<file path="config.mk">
export PLATFORM = sky130hd
export DESIGN_NAME = param_seq_detector
export DESIGN_NICKNAME = d
export VERILOG_FILES = /design/src/rtl/seq_det_pkg.sv /design/src/rtl/seq_out_reg.sv /design/src/rtl/param_seq_detector.sv
export SDC_FILE = /design/constraint.sdc
export NUM_CORES = 1
export LEC_CHECK = 0
export CAP_MARGIN = 30
export CORE_MARGIN = 2
export CORE_UTILIZATION = 57
export CTS_BUF_LIST = sky130_fd_sc_hd__clkbuf_8 sky130_fd_sc_hd__clkbuf_16
export DETAILED_ROUTE_END_ITERATION = 7
export HOLD_SLACK_MARGIN = 0.1
export PLACE_DENSITY = 0.85
export RECOVER_POWER = 100
export SLEW_MARGIN = 40
export SYNTH_ARGS = -nofsm -noshare
export SYNTH_HDL_FRONTEND = slang
export SYNTH_SLANG_ARGS = --single-unit
</file>
<file path="constraint.sdc">
create_clock -name clk -period 5.71 [get_ports clk]
set_input_delay 1.713 -clock clk [delete_from_list [all_inputs] [get_ports clk]]
set_output_delay 1.713 -clock clk [all_outputs]
set_load 0.02 [all_outputs]
</file>
<file path="src/rtl/seq_det_pkg.sv">
// Shared types and helpers for the configurable serial pattern detector.
package seq_det_pkg;

  // Widest pattern the helpers support; MAX_LEN must not exceed it.
  localparam int unsigned MASK_W = 32;

  typedef enum logic {
    UNCFG = 1'b0,
    RUN   = 1'b1
  } state_t;

  // Requested length limited to what the history register can hold.
  function automatic int unsigned len_clamp(input int unsigned len, input int unsigned max_len);
    return (len > max_len) ? max_len : len;
  endfunction

  // Mask with the low `len` bits set; callers truncate to their own width.
  function automatic logic [MASK_W-1:0] window_mask(input int unsigned len);
    logic [MASK_W-1:0] m;
    m = '0;
    for (int unsigned i = 0; i < MASK_W; i++)
      if (i < len) m[i] = 1'b1;
    return m;
  endfunction

endpackage

</file>
<file path="src/rtl/seq_out_reg.sv">
// One-entry valid/ready output register. Reloads in the same cycle the sink
// drains it, so a producer gated by can_load sustains one item per cycle.
module seq_out_reg (
  input  logic clk,
  input  logic rst_n,
  input  logic flush,
  input  logic load,
  input  logic load_data,
  input  logic sink_ready,
  output logic valid,
  output logic data,
  output logic can_load
);

  assign can_load = !valid || sink_ready;

  // Flush wins, then a new item, then drain; data holds once drained.
  always_ff @(posedge clk or negedge rst_n) begin
    if (!rst_n) begin
      valid <= 1'b0;
      data  <= 1'b0;
    end else if (flush) begin
      valid <= 1'b0;
    end else if (load) begin
      valid <= 1'b1;
      data  <= load_data;
    end else if (sink_ready) begin
      valid <= 1'b0;
    end
  end

endmodule

</file>
<file path="src/rtl/param_seq_detector.sv">
// Runtime-configurable serial pattern detector: one match flag per consumed
// bit, overlapping or non-overlapping matches, saturating match counter.
module param_seq_detector
  import seq_det_pkg::*;
#(
  parameter int MAX_LEN = 8,
  parameter int CNT_W   = 16,
  parameter int LEN_W   = $clog2(MAX_LEN + 1)
) (
  input  logic               clk,
  input  logic               rst_n,
  input  logic               cfg_load,
  input  logic [MAX_LEN-1:0] cfg_pattern,
  input  logic [LEN_W-1:0]   cfg_len,
  input  logic               cfg_overlap,
  input  logic               in_valid,
  output logic               in_ready,
  input  logic               in_bit,
  output logic               out_valid,
  input  logic               out_ready,
  output logic               out_match,
  output logic [CNT_W-1:0]   match_count
);

  localparam logic [LEN_W-1:0] FILL_MAX = LEN_W'(MAX_LEN);
  localparam logic [LEN_W:0]   FILL_LIM = (LEN_W + 1)'(MAX_LEN);

  state_t             state;
  logic [MAX_LEN-1:0] pattern_q;
  logic [MAX_LEN-1:0] history;
  logic [LEN_W-1:0]   len_q;
  logic [LEN_W-1:0]   fill;
  logic               overlap_q;

  logic               can_load;
  logic               accept;
  logic [MAX_LEN-1:0] new_hist;
  logic [MAX_LEN-1:0] mask;
  logic [LEN_W:0]     fill_nxt;
  logic               hit;

  // No bit is taken in a cfg_load cycle so the new pattern never sees stale data.
  assign in_ready = (state == RUN) && !cfg_load && can_load;
  assign accept   = in_valid && in_ready;

  // Window compare on the history as it will look after this bit shifts in.
  assign new_hist = MAX_LEN'({history, in_bit});
  assign mask     = MAX_LEN'(window_mask(32'(len_q)));
  assign fill_nxt = {1'b0, fill} + {{LEN_W{1'b0}}, 1'b1};
  assign hit      = (len_q != '0) && (fill_nxt >= {1'b0, len_q}) &&
                    ((new_hist & mask) == (pattern_q & mask));

  // FSM and configuration capture.
  always_ff @(posedge clk or negedge rst_n) begin
    if (!rst_n) begin
      state     <= UNCFG;
      pattern_q <= '0;
      len_q     <= '0;
      overlap_q <= 1'b0;
    end else if (cfg_load) begin
      state     <= RUN;
      pattern_q <= cfg_pattern;
      len_q     <= LEN_W'(len_clamp(32'(cfg_len), MAX_LEN));
      overlap_q <= cfg_overlap;
    end
  end

  // History and fill; a non-overlapping match restarts the fill so the next
  // match needs a full window of fresh bits.
  always_ff @(posedge clk or negedge rst_n) begin
    if (!rst_n) begin
      history <= '0;
      fill    <= '0;
    end else if (cfg_load) begin
      history <= '0;
      fill    <= '0;
    end else if (accept) begin
      history <= new_hist;
      if (hit && !overlap_q)
        fill <= '0;
      else
        fill <= (fill_nxt > FILL_LIM) ? FILL_MAX : fill_nxt[LEN_W-1:0];
    end
  end

  // Saturating match counter.
  always_ff @(posedge clk or negedge rst_n) begin
    if (!rst_n)
      match_count <= '0;
    else if (cfg_load)
      match_count <= '0;
    else if (accept && hit && (match_count != '1))
      match_count <= match_count + CNT_W'(1);
  end

  seq_out_reg u_out (
    .clk        (clk),
    .rst_n      (rst_n),
    .flush      (cfg_load),
    .load       (accept),
    .load_data  (hit),
    .sink_ready (out_ready),
    .valid      (out_valid),
    .data       (out_match),
    .can_load   (can_load)
  );

endmodule

</file>
==> impl_metrics.csv <==
group,metric,value,unit
run_status,outcome,"complete, but fails checks",
run_status,violations,"capacitance limit, slew limit",
detailed_routing,wl_per_cell,14.53,um
synth,ys_types,46,
synth,yosys_warnings,0,
setup_path,crit_type,"input pin to flip-flop",
die,dieArea,4725,um2
setup_path,endpoint_kind,"flip-flop",
setup_path,worstSetupStartpoint,"cfg_load",
global_routing,grt_overflow,0,
pwr,ir_worst_vdd,0.1662,mV
layout,antenna_cells,0,
die,coreArea,4029,um2
detailed_routing,drt-total-wl,4.810,mm
layout,nets,306,
die,die_h,68.74,um
timing,hold_viol_final,0,
timing,rsz0062_at_grt,"no",
placement,gp_congestion,0.8171,
synth,ys_seq_area_share,45.05,%
clocking,clk_pin_slew,0.08,ns
hold_path,hp-class,"flip-flop to flip-flop",
timing,min_period,4.998,ns
setup_path,slowest_delay,0.74,ns
setup_path,crit_path_start_kind,"input pin",
setup_path,cp.required,5.91,ns
flow_run,maxCapViolCount,2,
placement,placed_area,2786,um2
setup_path,timing.rr.start,"fill[0]",
setup_path,reg2reg_to,"match_count[11]",
clocking,clkSinkCount,43,
synth,ys_ff_latch,43,
clocking,cts-resized-gates,0,
die,die_x,68.74,um
pwr,power_density,220.2,nW/um2
global_routing,grt_util_all_layers,22.33,%
clocking,cts_root_buffer,"clkbuf_8",
global_routing,grt_pass1_vias,1750,
setup_path,crit_path_max_fanout,47,
timing,final_max_slew_viol_count,92,
synth,synthCells,246,
timing,fin_crit_sh,87.53,%
setup_path,cp_cell_sequence,"dlygate4sd3_1 -> clkbuf_1 -> nand4b_1 -> nor2_1 -> or4b_4 -> or4_1 -> a21oi_1",
layout,mostFrequentLayoutCell,"dfrtp_1",
setup_path,slowest_stage,"clkbuf_1",
synth,netlist_area,2389,um2
setup_path,reg2reg_depth,9,
timing,clock_skew,0.005130,ns
layout,fill_cells,314,
layout,layout_common_cells,"43 x dfrtp_1, 24 x nand2_1, 20 x dlygate4sd3_1",
synth,synthArstFlopShare,100.0,%
die,rows,23,
global_routing,antenna_found_initial,0,
clocking,clk-insertion-delay-late,0.30,ns
clocking,postCtsHoldBufs,0,
layout,multiInputGateArea,1235,um2
setup_path,cp_top_family,"simple AND/OR/NAND/NOR gates",
clocking,cts_tree,"built",
setup_path,cp.arrival,5.19,ns
detailed_routing,drtIter0Drc,135,
layout,postLayoutCellArea,2883,um2
setup_path,rrSetupSlack,2.78,ns
setup_path,critPathCapture,"match_count[11]",
clocking,cts_setup_buffers,0,
timing,fmax,200.1,MHz
global_routing,grt_max_degree,48,
detailed_routing,viasPerCell,5.882,
placement,io_buffers,37,
timing,fin_setup_tns,0,ns
setup_path,cp.depth,7,
placement,dp_hpwl,3.377,mm
clocking,clockBufferDepth,2,
layout,layout-drive-gt1-share,10.32,%
clocking,tritoncts.num_buffers,5,
timing,tightest_slew,2.228,ns
die,ios,38,
synth,syn_area_per_cell,9.710,um2
timing,relSlewSlack,-48.56,%
setup_path,crit_buf_inv,2,
detailed_routing,first_pass_iters,4,
layout,syn_to_final_growth,20.69,%
clocking,cts_max_level,2,
detailed_routing,post-route-drc-count,0,
synth,synth_fp_nets,272,
global_routing,grt_pass1_wl,7.803,mm
layout,seqCellArea,1076,um2
pwr,finalPower,634.6,uW
synth,ys.flop_type,"dfrtp_1",
synth,synth_edf_count,0,
detailed_routing,via_count,1947,
timing,setup_viol,0,
pwr,p_leak,0.001174,uW
die,start_util,59.29,%
detailed_routing,final_antenna_net_count,0,
state kept, by name, indices dropped and copies added, names as in the netlist:
signal,flops
fill,4
pattern_q,8
u_out.valid,1
len_q,4
match_count,16
state,1
history,7
overlap_q,1
u_out.data,1
per-stage QoR:
stage / cells / util [%] / hold WS [ns] / worst slack (ns)
after global routing: 331 / 71.55 / 0.5393 / 0.4422
after floorplan: 246 / - / 0.4518 / 1.889
after global placement: 323 / 69.10 / 0.4623 / 0.9503
after CTS: 331 / 71.74 / 0.4878 / 0.9043
final: 331 / 71.55 / 0.4865 / 0.7119
after detailed placement: 323 / 69.16 / 0.4679 / 0.9127
cells by family (layout without fill, tap and decap cells):
family                     Yosys count  in the layout  share of synthesized area, %
AOI/OAI and AO/OA                   62             62                         16.82
and+or+nand+nor                     93             93                         21.37
DFF                                 43             43                         45.05
buffers and inverters               20             55                         3.510
adders and majority gates            7              7                         3.667
xor gates and xnor gates             9              9                         3.929
muxes                               12             12                         5.657
final cells by class:
| type | count | share of cell area [%] |
|---|---|---|
| clock inverter | 1 | 0.2604 |
| timing repair buffer | 39 | 13.02 |
| clock buffer | 7 | 3.342 |
| inverter | 8 | 1.042 |
| tap | 50 | 2.170 |
| multi-input combinational | 183 | 42.84 |
| sequential | 43 | 37.33 |
layer usage:
metal / vias up / track usage (%) / routed length, um
li1: 980 / - / -
met1: 918 / 29.43 / 2190
met2: 42 / 36.06 / 2342
met3: 7 / 6.169 / 226
met4: 0 / 6.618 / 51
met5: - / 0 / 0
synth_stat cells, types with 2 or more instances:
cell type / n / area share, %
o31a_1: 2 / 0.73
a21oi_1: 13 / 2.7
o22ai_1: 3 / 0.79
nand2_1: 24 / 3.8
o221ai_1: 2 / 0.73
dfrtp_1: 43 / 45
clkbuf_1: 10 / 1.6
nor2b_1: 3 / 0.79
nand4_1: 3 / 0.79
nor2_1: 13 / 2.0
or4_1: 9 / 2.8
nand2b_1: 10 / 2.6
a21o_1: 2 / 0.63
or2_2: 3 / 0.79
inv_1: 8 / 1.3
nor3_1: 3 / 0.63
mux2_2: 12 / 5.7
nand4b_1: 2 / 0.73
ha_1: 7 / 3.7
nand3_1: 9 / 1.9
a31oi_1: 3 / 0.79
o21ai_0: 16 / 3.4
xnor2_1: 7 / 2.6
nor4_1: 3 / 0.79
o31ai_1: 9 / 2.8
xnor2_2: 2 / 1.4
nor4b_1: 2 / 0.73
or3_1: 2 / 0.52
o41ai_1: 2 / 0.73
a22o_1: 2 / 0.73
a211oi_1: 2 / 0.63
how the worst min path moves through the flow:
stage	to	slack, ns	cells past startpoint	from
6_report	u_out.data	0.49	2	u_out.data
5_1_grt	state	0.54	1	state
4_1_cts	u_out.data	0.49	2	u_out.data
3_5_place_dp	u_out.data	0.47	2	u_out.data
3_3_place_gp	u_out.data	0.46	2	u_out.data
2_1_floorplan	state	0.45	1	state
tightest hold or removal path, stage by stage (launching register included):
cell	delay, ns
dfrtp_1	0.34
nand2_1	0.06
nand2_1	0.06
power by group:
part	total [uW]	switching [uW]	internal, uW
Combinational	88.6	45.4	43.2
Sequential	331	13.7	317
Clock	215	105	110
Power figures use the tool's default switching activity.
